File: src/rtl/layer_output_packer_if.sv
// Handshake bundle between the serialized output layer (master) and the
// output packer (slave). The packer's outputs feed the argmax stage.
interface layer_output_packer_if #(
  parameter int data_width = 16,
  parameter int no_inputs  = 10
);
  logic                              valid_input;
  logic [data_width-1:0]             data_in;
  logic                              last_input;
  logic                              valid_output;
  logic [data_width*no_inputs-1:0]   my_output;
  logic                              frame_error;
  logic [31:0]                       element_count;

  modport master (
    output valid_input, data_in, last_input,
    input  valid_output, my_output, frame_error, element_count
  );

  modport slave (
    input  valid_input, data_in, last_input,
    output valid_output, my_output, frame_error, element_count
  );
endinterface

File: src/rtl/layer_output_packer.sv
// Serial-to-parallel packer: gathers no_inputs score words into one frame,
// checks alignment against last_input, and strobes the finished frame.
// Optional macro PACKER_RELU_EN: clamp negative (two's-complement) scores
// to zero before storing them.
module layer_output_packer #(
  parameter int data_width = 16,
  parameter int no_inputs  = 10
) (
  input  logic                 clk,
  input  logic                 rst,
  layer_output_packer_if.slave bus
);
  localparam int idx_w = (no_inputs > 2) ? $clog2(no_inputs) : 1;
  localparam logic [31:0] last_idx = 32'(no_inputs - 1);

  logic [data_width-1:0]           work_buf [no_inputs-1];
  logic [31:0]                     cnt_q;
  logic [data_width-1:0]           elem_in;
  logic [data_width*no_inputs-1:0] frame_next;
  logic [data_width*no_inputs-1:0] out_q;
  logic                            valid_q;
  logic                            err_q;
  logic                            at_last_slot;

`ifdef PACKER_RELU_EN
  assign elem_in = bus.data_in[data_width-1] ? '0 : bus.data_in;
`else
  assign elem_in = bus.data_in;
`endif

  assign at_last_slot = (cnt_q == last_idx);

  // Full frame as it would look if the current word completes it.
  always_comb begin
    frame_next = '0;
    for (int k = 0; k < no_inputs - 1; k++) begin
      frame_next[k*data_width +: data_width] = work_buf[k];
    end
    frame_next[(no_inputs-1)*data_width +: data_width] = elem_in;
  end

  // Working buffer holds partial-frame slots; contents are don't-care after reset.
  always_ff @(posedge clk) begin
    if (bus.valid_input && !at_last_slot && !bus.last_input) begin
      work_buf[cnt_q[idx_w-1:0]] <= elem_in;
    end
  end

  // Element counter, frame register and one-cycle status strobes.
  always_ff @(posedge clk or posedge rst) begin
    if (rst) begin
      cnt_q   <= '0;
      out_q   <= '0;
      valid_q <= 1'b0;
      err_q   <= 1'b0;
    end else begin
      valid_q <= 1'b0;
      err_q   <= 1'b0;
      if (bus.valid_input) begin
        if (at_last_slot) begin
          cnt_q <= '0;
          if (bus.last_input) begin
            out_q   <= frame_next;
            valid_q <= 1'b1;
          end else begin
            err_q <= 1'b1;
          end
        end else if (bus.last_input) begin
          cnt_q <= '0;
          err_q <= 1'b1;
        end else begin
          cnt_q <= cnt_q + 32'd1;
        end
      end
    end
  end

  assign bus.valid_output  = valid_q;
  assign bus.frame_error   = err_q;
  assign bus.my_output     = out_q;
  assign bus.element_count = cnt_q;
endmodule

File: src/flat_wrapper.sv
// flat-port wrapper written by rule: the top's interface ports become plain ports
module layer_output_packer_flat 
#(
  parameter int data_width = 16,
  parameter int no_inputs  = 10
)
  (clk, rst, bus_valid_input, bus_data_in, bus_last_input, bus_valid_output, bus_my_output, bus_frame_error, bus_element_count);
  layer_output_packer_if #(.data_width(data_width), .no_inputs(no_inputs)) bus_i ();
  input  logic clk;
  input  logic rst;
  input wire logic [$bits(bus_i.valid_input)-1:0] bus_valid_input;
  input wire logic [$bits(bus_i.data_in)-1:0] bus_data_in;
  input wire logic [$bits(bus_i.last_input)-1:0] bus_last_input;
  output wire logic [$bits(bus_i.valid_output)-1:0] bus_valid_output;
  output wire logic [$bits(bus_i.my_output)-1:0] bus_my_output;
  output wire logic [$bits(bus_i.frame_error)-1:0] bus_frame_error;
  output wire logic [$bits(bus_i.element_count)-1:0] bus_element_count;
  assign bus_i.valid_input = bus_valid_input;
  assign bus_i.data_in = bus_data_in;
  assign bus_i.last_input = bus_last_input;
  assign bus_valid_output = bus_i.valid_output;
  assign bus_my_output = bus_i.my_output;
  assign bus_frame_error = bus_i.frame_error;
  assign bus_element_count = bus_i.element_count;
  layer_output_packer #(.data_width(data_width), .no_inputs(no_inputs)) u_core (.clk(clk), .rst(rst), .bus(bus_i));
endmodule
File: config.mk
export PLATFORM = sky130hd
export DESIGN_NAME = layer_output_packer_flat
export DESIGN_NICKNAME = d
export VERILOG_FILES = /design/src/rtl/layer_output_packer_if.sv /design/src/rtl/layer_output_packer.sv /design/src/flat_wrapper.sv
export SDC_FILE = /design/constraint.sdc
export NUM_CORES = 1
export LEC_CHECK = 0
export ABC_AREA = 1
export CAP_MARGIN = 15
export CELL_PAD_IN_SITES_DETAIL_PLACEMENT = 0
export CELL_PAD_IN_SITES_GLOBAL_PLACEMENT = 1
export CORE_UTILIZATION = 42
export CTS_CLUSTER_SIZE = 24
export DETAILED_ROUTE_END_ITERATION = 16
export PLACE_DENSITY_LB_ADDON = 0.1
export SLEW_MARGIN = 10
export SYNTH_ARGS = -nofsm -noshare
export SYNTH_HDL_FRONTEND = slang
export SYNTH_SLANG_ARGS = --single-unit
File: constraint.sdc
create_clock -name clk -period 7.6 [get_ports clk]
set_input_delay 1.52 -clock clk [delete_from_list [all_inputs] [get_ports clk]]
set_output_delay 1.52 -clock clk [all_outputs]
set_load 0.05 [all_outputs]
==> results of run 1 <==
[area by class of cell]
type	instances	share of cell area (%)
flip-flops and latches	338	55.1
repair buffers	223	13.4
clock inverters	19	1.09
multi-input cells	795	20.5
inverters	37	0.908
well taps	396	2.97
clock buffers	46	6.07
[synth_stat cells, types with 2 or more instances]
master / count
nand2_1: 484
dfrtp_1: 194
nand3_1: 194
edfxtp_1: 144
nor2_1: 73
inv_1: 33
clkbuf_1: 25
buf_4: 12
buf_6: 11
nand4_1: 11
buf_2: 9
xor2_1: 9
o21ai_0: 8
ha_1: 5
inv_2: 3
or2_2: 3
o31ai_1: 2
[kinds of logic after synthesis]
| logic type | Yosys count | share of synthesized area, % |
|---|---|---|
| simple gates | 768 | 24.3 |
| flops | 338 | 70.2 |
| buf+inv | 95 | 3.79 |
| compound gates | 12 | 0.536 |
| xor+xnor | 10 | 0.670 |
| fa+ha+maj | 5 | 0.479 |
[worst max-delay path: stages]
cell	delay, ps
clkdlybuf4s50_1	950
nand2_1	240
inv_6	440
buf_4	890
nand3_1	170
nand2_1	130
[power by group]
part           switching [mW]  total, mW  internal, mW
Sequential             0.0313       1.99          1.96
Clock                   0.712       1.76          1.05
Combinational           0.250      0.338        0.0882
[flip-flops by register name (all words and copies together) (netlist names)]
signal,count
u_core.bus.valid_output,1
u_core.work_buf,144
bus_my_output,144
u_core.bus.my_output,16
u_core.bus.element_count,32
u_core.bus.frame_error,1
[metrics by stage]
step                      cell area, sq um  utilization (%)  setup slack (ps)  power (mW)
after global routing                 16700             54.5              3390        4.23
final                                16700             54.5              3630        4.09
after CTS                            16600             54.4              3610        4.13
after detailed placement             15400             50.5              3110        2.37
after global placement               15400             50.5              3130        2.37
after floorplan                      13100                -               796        2.22
[per-layer routing]
metal	wire length, um	up-vias
met5	0	-
met1	15900	4557
met3	1930	40
li1	-	4435
met2	16500	253
met4	533	0
[worst paths after layout]
path                                endpoint  depth (start not counted)
setup / recovery           bus_my_output[56]                          6
hold / removal             bus_my_output[65]                          2
setup reg to reg           bus_my_output[41]                         10
hold reg to reg            bus_my_output[65]                          2
max in group asynchronous  bus_my_output[51]                          4
min in group asynchronous  bus_my_output[26]                          2
==> results.toml, run 1 <==
[logic_synthesis]
syn_area_sq_um = 13100
yosysWarningCount = 0
synth_ff_type = "dfrtp_1"
yosys.area.top_type = "dfrtp_1"
synth.avg_cell_area_sq_um = 10.6
synthArstFlopShare_pct = 57.4
synth-seq-area-share_pct = 70.2
synth_nets = 1253
ys_top_cells_by_area = "dfrtp_1, edfxtp_1, nand2_1"
synth_cells = 1228
synth_cell_types = 25
synth_top_area_share_pct = 37.2
synth_seq_cells = 338
synth_edf_count = 144

[clock_tree]
root_buffer = "clkbuf_16"
path_clk_slew_ps = 60
numCtsBuffers = 36
ctsResizeCount = 0
clkLatencyLatePin_ps = 510
clock_path_buffers = 3
cts_hold_buf = 0
h-tree-depth = 2
cts.sinks = 338
post-cts-setup-buffers = 0
cts_tree = "done"

[final_layout]
drive_gt1_share_pct = 5.56
regArea_sq_um = 9180
fillCellCount = 2751
layout_commonest_cell = "nand2_1"
nets = 1456
stdcell_count = 1854
multi_input_area_sq_um = 3420
diodes = 0
layout_common_cells = "nand2_1, clkdlybuf4s50_1, nand3_1, dfrtp_1, edfxtp_1"
areaGrowthSynthToFinish_pct = 27.5

[drt]
drt-wirelength-per-cell_um = 18.8
vias_per_cell = 5.01
totalWireLength_um = 34900
dr_total_vias = 9285
ant_nets = 0
drt_iter0_drc = 827
drc = 0
first_pass_iters = 5

[global_routing]
grtUsageMet2_pct = 35.2
grt_pass1_wl_um = 53400
grt-busiest-layer = "met2"
grt_max_degree = 161
track_usage_pct = 22.4
grt_pass1_vias = 8826
grt_remaining_overflow = 0
antenna_found_initial = 1
grt_use_met1_pct = 32.4
grt_use_met3_pct = 3.92

[worst_setup_path]
r2r_start = "u_core.bus.element_count[1]"
critPathRequiredTime_ps = 8040
worst-setup-path-type = "input port to flop"
endpoint_kind = "flop"
rrSetupSlack_ps = 4390
crit_path_start_kind = "input port"
path_max_fanout = 95
critPathLaunch = "bus_valid_input"
cp_data_arrival_time_ps = 4410

[floorplan]
fp.dieH_um = 178
core_area_sq_um = 30600
die_x_um = 178
die_area_sq_um = 31800
rows = 64
start_util_pct = 42.7
pin_count = 214

[timing]
finalHoldViolCount = 0
setup_viol = 0
tns_ps = 0
maxSlewViolCount = 0
period_share_pct = 52.2
slew_headroom_pct = 28.1
max_freq_mhz = 252
layout_min_cycle_time_ps = 3970
whs_ps = 468
rsz0062_at_grt = "no"
tightest_slew_ps = 1080
clock-skew-final_ps = 8.19

[pwr]
power_density_nw_per_um2 = 245
p_leak_nw = 7.45
ir_drop_uv = 142

[placed_design]
io_buffer_count = 213
placedCellCount = 1788
place.detailed.hpwl_um = 20800
gp_congestion = 0.845

[outcome]
status = "finished, final reports clean"

[hold_path]
hold_start = "bus_my_output[65]"
hold_class = "flop to flop"

[job]
cap_viol_max_count = 0
Power figures use the tool's default switching activity.
==> inputs of run 2 (changes only) <==
CORE_UTILIZATION = 38   (was 42)
clock period = 3.35 ns   (was 7.6 ns; I/O delays follow)
==> run 2 against run 1 <==
  * Total power is 130% higher
  * Wire length is 2.7% higher
  * Die area up 10%
  * Cell count increased by 3.5%
  * Critical path type is now flop to flop
  * Largest power group unchanged
==> results.toml, run 2 (synthesis gave the netlist of run 1 again) <==
[final_layout]
nets = 1466
stdcell_count = 1919
layout_commonest_cell = "nand2_1"
stdcell_area_sq_um = 16900
areaGrowthSynthToFinish_pct = 29.2
diodes = 0
drive_gt1_share_pct = 5.91
fillCellCount = 3185
layout_common_cells = "nand2_1, clkdlybuf4s50_1, nand3_1, dfrtp_1, edfxtp_1"

[pwr]
share_seq_of_total_power_pct = 48.0
p_leak_nw = 7.51
pwr-share-comb_pct = 8.3
p_clk_share_pct = 43.7
netSwitchingPower_mw = 2.28
switching_share_pct = 24.2
power.internal_mw = 7.13
ir_drop_uv = 318
power_density_nw_per_um2 = 557

[placed_design]
place.detailed.hpwl_um = 21800
dpl_cell_area_sq_um = 15700
io_buffer_count = 213
gp_congestion = 0.845
placedCellCount = 1849

[clock_tree]
cts_hold_buf = 0
numCtsBuffers = 38
root_buffer = "clkbuf_16"
path_clk_slew_ps = 60
clock_path_buffers = 3
h-tree-depth = 2
cts_tree = "done"
clkLatencyLatePin_ps = 520
cts.sinks = 338
post-cts-setup-buffers = 0
ctsResizeCount = 0

[drt]
drt_iter0_drc = 766
ant_nets = 0
vias_per_cell = 4.86
totalWireLength_um = 35800
drc = 0
first_pass_iters = 7
drt-wirelength-per-cell_um = 18.7
dr_total_vias = 9333

[worst_setup_path]
crit_path_start_kind = "flop"
worst-setup-path-type = "flop to flop"
endpoint_kind = "flop"
critPathRequiredTime_ps = 3560
cp_data_arrival_time_ps = 2800
path_max_fanout = 12
worst_r2r_path_depth = 10

[global_routing]
grt_max_degree = 161
grt_remaining_overflow = 0
antenna_found_initial = 1
grt_pass1_wl_um = 55100
track_usage_pct = 20.4
grt_pass1_vias = 9076

[floorplan]
rows = 67
pin_count = 214
fp.dieH_um = 187
start_util_pct = 38.8
die_x_um = 187
die_area_sq_um = 35100
core_area_sq_um = 33700

[hold_path]
hold_class = "flop to flop"
whs_path_depth = 2

[timing]
max_freq_mhz = 386
rsz0062_at_grt = "no"
period_share_pct = 77.3
tightest_slew_ps = 944
setup_viol = 0
clock-skew-final_ps = 16.5
slew_headroom_pct = 36.8
layout_min_cycle_time_ps = 2590
maxSlewViolCount = 0
finalHoldViolCount = 0
tns_ps = 0

[job]
cap_viol_max_count = 0

[outcome]
status = "finished, final reports clean"
==> run 2: changes by cell type in the layout (fill, tap and decap cells not counted), sizes merged <==
cell	change
clkbuf	+14
clkinv	-9
buf	+8
clkinvlp	-1
inv	+1
==> run 2: path summary, 6_finish.rpt <==
kind | end | startpoint | slack, ps
worst min register to register | bus_my_output[65] | bus_my_output[65] | 460
min in group asynchronous | bus_my_output[135] | rst | 580
worst max-delay path | u_core.work_buf[0][2] | u_core.bus.element_count[1] | 760
max in group asynchronous | bus_my_output[102] | rst | 1990
worst min-delay path | bus_my_output[65] | bus_my_output[65] | 460
worst max register to register | u_core.work_buf[0][2] | u_core.bus.element_count[1] | 760
==> run 2: power groups by stage <==
stage	combinational (mW)	clock [mW]	sequential, mW
final	0.777	4.11	4.52
after global routing	0.828	4.35	4.53
after CTS	0.792	4.20	4.52
after detailed placement	0.791	0	4.60
after global placement	0.786	0	4.60
after floorplan	0.168	0	4.87
==> run 2: worst max-delay path: stages, from the launching register on <==
cell     delay, ps
dfrtp_1        440
inv_1          110
ha_1           230
nand3_1        110
nor2_1          60
nand2_1         60
nor2_1          80
nor2_1         430
nand2_1        220
nor2_2         270
buf_4          270
==> run 2: cell type report <==
cell class | count | area [sq um] | share of cell area, %
inverters | 37 | 148 | 0.874
clock buffers | 60 | 1080 | 6.43
multi-input cells | 795 | 3430 | 20.3
clock inverters | 10 | 143 | 0.845
repair buffers | 231 | 2340 | 13.9
flip-flops and latches | 338 | 9180 | 54.4
well taps | 448 | 561 | 3.32
==> run 2: layer usage <==
metal	up-vias	GRT usage, %	routed length [um]
met1	4568	29.4	16500
met4	0	4.16	505
li1	4462	-	-
met3	39	3.19	1900
met5	-	0	0
met2	264	32.8	16900
==> run 2: metrics by stage <==
step | total power, mW | hold slack [ps] | util, % | worst slack [ps]
2_1_floorplan | 5.03 | 452 | - | 176
3_3_place_gp | 5.38 | 454 | 46.5 | 401
3_5_place_dp | 5.39 | 457 | 46.5 | 308
4_1_cts | 9.51 | 471 | 50.1 | 727
5_1_grt | 9.70 | 485 | 50.1 | 524
6_report | 9.40 | 465 | 50.1 | 761
==> inputs of run 3 (changes only) <==
CORE_UTILIZATION = 42   (was 38)
clock period = 2.55 ns   (was 3.35 ns; I/O delays follow)
==> run 3 against run 2 <==
  * Clock power is 28% higher
  * Register-to-register slack worse by 470 ps
  * Critical path type is now flop to output pin
  * Die area is 9.4% lower
  * Cell count is 2.0% lower
  * Largest cell class unchanged
  * Critical endpoint is now bus_element_count[25]
  * Sequential cell count stayed put
  * Highest routed layer unchanged
  * Global-route usage is 1.7 points higher
  * Count of clock-buffer cells in the layout is 5 lower
==> results.toml, run 3 (synthesis gave the netlist of run 1 again) <==
[outcome]
status = "finished, final reports clean"

[global_routing]
grt_max_degree = 81
antenna_found_initial = 2
grt_pass1_wl_um = 52800
grt_remaining_overflow = 0
track_usage_pct = 22.2
grt_pass1_vias = 9131

[worst_setup_path]
worstPathCellList = "clkdlybuf4s50_1"
crit_family = "buffers and inverters"
endpoint_kind = "output pin"
r2r_start = "u_core.bus.element_count[1]"
worst-path-buf-inv = 1
cp_data_arrival_time_ps = 1890
critPathLaunch = "u_core.bus.element_count[25]"
path_max_fanout = 7
critPathRequiredTime_ps = 2040
crit_path_start_kind = "flop"
slowest_stage = "clkdlybuf4s50_1"
worst-setup-path-type = "flop to output pin"
cpPeakStageDelay_ps = 870

[drt]
vias_per_cell = 5.02
ant_nets = 0
first_pass_iters = 5
dr_total_vias = 9448
drc = 0
drt_iter0_drc = 747
drt-wirelength-per-cell_um = 18.6
totalWireLength_um = 34900

[pwr]
netSwitchingPower_mw = 2.94
power.internal_mw = 9.31
ir_drop_uv = 413
share_seq_of_total_power_pct = 48.4
power_density_nw_per_um2 = 717
p_leak_nw = 7.64
pwr-share-comb_pct = 8.6
p_clk_share_pct = 43.0
switching_share_pct = 24.0

[placed_design]
pre_cts_ws_ps = 201
place.detailed.hpwl_um = 22200
dpl_cell_area_sq_um = 15900
io_buffer_count = 213
gp_congestion = 0.824

[final_layout]
nets = 1481
stdcell_area_sq_um = 17100
drive_gt1_share_pct = 7.28
areaGrowthSynthToFinish_pct = 30.8
layout_commonest_cell = "nand2_1"
layout_common_cells = "nand2_1, clkdlybuf4s50_1, nand3_1, dfrtp_1, edfxtp_1"

[timing]
finalHoldViolCount = 0
rsz0062_at_grt = "no"
max_freq_mhz = 416
layout_min_cycle_time_ps = 2400
period_share_pct = 94.2
tightest_slew_ps = 882
tns_ps = 0
maxSlewViolCount = 0
whs_ps = 380
clock-skew-final_ps = 10.9
slew_headroom_pct = 41.0
setup_viol = 0
setup_ws_ps = 147

[floorplan]
start_util_pct = 42.7
die_x_um = 178
die_area_sq_um = 31800
rows = 64
fp.dieH_um = 178
core_area_sq_um = 30600
pin_count = 214

[hold_path]
hold_class = "input port to asynchronous set/reset pin"

[clock_tree]
clock_path_buffers = 3
post-cts-setup-buffers = 0
root_buffer = "clkbuf_16"
path_clk_slew_ps = 60
clkLatencyLatePin_ps = 520
h-tree-depth = 2
cts_hold_buf = 0
numCtsBuffers = 36
cts_tree = "done"
cts.sinks = 338
ctsResizeCount = 0

[job]
cap_viol_max_count = 0
==> run 3: layout make-up <==
cell class / instances / area [sq um]
multi-input combinational: 795 / 3430
inverter: 37 / 148
fill: 2697 / 13500
sequential: 338 / 9180
clock buffer: 55 / 1090
timing repair buffer: 248 / 2630
antenna: 1 / 2.50
tap: 396 / 495
clock inverter: 11 / 115
==> run 3: final timing paths <==
kind / end / slack (ps) / cells past startpoint
max: bus_element_count[25] / 150 / 1
min: bus_my_output[47] / 380 / 2
max reg2reg: u_core.work_buf[0][10] / 290 / 10
min reg2reg: bus_my_output[29] / 470 / 2
max in group asynchronous: bus_my_output[72] / 1500 / 3
min in group clk: bus_my_output[29] / 470 / 2
==> run 3: power groups by stage <==
| stage | sequential (mW) | clock [mW] | combinational, mW |
|---|---|---|---|
| 5_1_grt | 5.94 | 5.57 | 1.13 |
| 3_3_place_gp | 6.03 | 0 | 1.06 |
| 2_1_floorplan | 6.39 | 0 | 0.224 |
| 3_5_place_dp | 6.04 | 0 | 1.07 |
| 6_report | 5.93 | 5.27 | 1.05 |
| 4_1_cts | 5.93 | 5.37 | 1.07 |
==> run 3: metal layers <==
metal / GRT usage [%] / vias to the layer above / share of wire, %
met3: 3.99 / 44 / 6.3
met4: 5.90 / 0 / 1.8
met1: 31.9 / 4627 / 45
li1: - / 4491 / -
met5: 0 / - / 0
met2: 34.6 / 286 / 46
==> run 3: metrics by stage <==
step	total power, mW	utilization [%]	instances
final	12.3	55.9	1881
after CTS	12.4	55.9	1880
after global placement	7.10	51.9	1814
after global routing	12.6	55.9	1880
after detailed placement	7.10	51.9	1814
after floorplan	6.62	-	1228
==> variant (flow settings as in run 1) <==
`no_inputs` is set to 10 in 3 places; all go to 20.
--- a/src/rtl/layer_output_packer_if.sv
+++ b/src/rtl/layer_output_packer_if.sv
@@ -2,7 +2,7 @@
 // output packer (slave). The packer's outputs feed the argmax stage.
 interface layer_output_packer_if #(
   parameter int data_width = 16,
-  parameter int no_inputs  = 10
+  parameter int no_inputs  = 20
 );
   logic                              valid_input;
   logic [data_width-1:0]             data_in;
--- a/src/rtl/layer_output_packer.sv
+++ b/src/rtl/layer_output_packer.sv
@@ -4,7 +4,7 @@
 // to zero before storing them.
 module layer_output_packer #(
   parameter int data_width = 16,
-  parameter int no_inputs  = 10
+  parameter int no_inputs  = 20
 ) (
   input  logic                 clk,
   input  logic                 rst,
--- a/src/flat_wrapper.sv
+++ b/src/flat_wrapper.sv
@@ -2,7 +2,7 @@
 module layer_output_packer_flat 
 #(
   parameter int data_width = 16,
-  parameter int no_inputs  = 10
+  parameter int no_inputs  = 20
 )
   (clk, rst, bus_valid_input, bus_data_in, bus_last_input, bus_valid_output, bus_my_output, bus_frame_error, bus_element_count);
   layer_output_packer_if #(.data_width(data_width), .no_inputs(no_inputs)) bus_i ();
Ports: changed (resized bus_my_output); port bits go from 214 to 374. No check against the original RTL was run, so the function may have changed too.
==> variant against run 1 <==
Setup slack got worse by 0.37 ns; sequential cell count increased by 320; total power increased by 82%; worst hold slack got worse by 0.0054 ns; critical path type unchanged; final area increased by 85%; sequential share of layout area increased by 3.2 points; wire length increased by 100%; synthesized area increased by 86%; die area increased by 85%.
==> variant: results (changes against run 1) <==
register area share after synthesis=73.9% (+3.7 points); met1 GRT Util=34.2% (+1.8 points); Met1 Wirelength=31200 um (+96%); Synthesized Nets=2127 (+70%); total track usage=24.0% (+1.6 points); vias in the first global route=16100 (+82%); Reg2Reg Depth=9 (-1); VDD IR-drop max=0.000177 V (+25%); Vias=16500 (+78%); EDFF count, synth=304 (+110%); initial antenna violation count=6 (+5); static leakage=13.6 nW (+83%); I/O Buffers=373 (+75%); top cells by area, synth=edfxtp_1 38%, dfrtp_1 36%, nand2_1 12%; Cells after DPL=3143 (+76%); DR WL met3=4950 um (+160%); Detailed Route WL=70400 um (+100%); first-pass GRT wire length=106000 um (+98%); Placed Area=28600 um^2 (+85%); layout cells sized above 1=6.32% (+0.76 points); clock latency on the worst-skew pair=0.60 ns (+0.09 ns); met3 global-route usage=5.71% (+1.8 points); synth unique cells=22 (-12%); Syn Area/Cell=11.6 um^2 (+8.8%); final clock skew=0.0258 ns (+0.0176 ns); most common library cells after synthesis=796 x nand2_1, 356 x nand3_1, 354 x dfrtp_1; Critical Path AT=4.81 ns (+0.40 ns); max_slew headroom=15.6% (-12 points); asr flop ratio synth=53.8% (-3.6 points); Max FO, Critical Path=198 (+110%); status=completed
[variant: cell type report]
| cell class | instances | area (um^2) |
|---|---|---|
| clock inverter | 15 | 140 |
| timing repair buffer | 398 | 3950 |
| antenna | 2 | 5.00 |
| tap | 756 | 946 |
| sequential | 658 | 18000 |
| inverter | 38 | 154 |
| clock buffer | 115 | 2160 |
| fill | 4996 | 26000 |
| multi-input combinational | 1293 | 5530 |
[variant: cell families (layout without fill, tap and decap cells)]
kind of cell	after synthesis	in the layout	synth area share, %
compound gates	15	15	0.339
xor+xnor	13	13	0.468
fa+ha+maj	5	5	0.257
buf+inv	151	566	3.58
flops	658	658	73.9
other cells	0	2	0
simple gates	1260	1260	21.5
[variant: worst paths after layout]
check	start	to	slack, ns
worst max-delay path	bus_valid_input	u_core.bus.my_output[278]	3.26
worst min-delay path	u_core.work_buf[2][7]	bus_my_output[39]	0.46
worst max register to register	u_core.bus.element_count[0]	bus_my_output[106]	3.99
worst min register to register	u_core.work_buf[2][7]	bus_my_output[39]	0.46
max in group asynchronous	rst	bus_my_output[137]	4.67
min in group asynchronous	rst	bus_my_output[203]	1.26
[variant: critical path: stages]
cell and delay [ns]:
clkdlybuf4s50_1 0.92, nand2_1 0.27, inv_8 0.51, nand2_8 0.58, buf_12 0.54, nand2_1 0.20, nand2_1 0.07
[variant: power breakdown]
group	switching, mW	internal [mW]
registers	0.0176	3.76
logic	0.221	0.0491
clock network	1.38	2.01
total	1.62	5.82
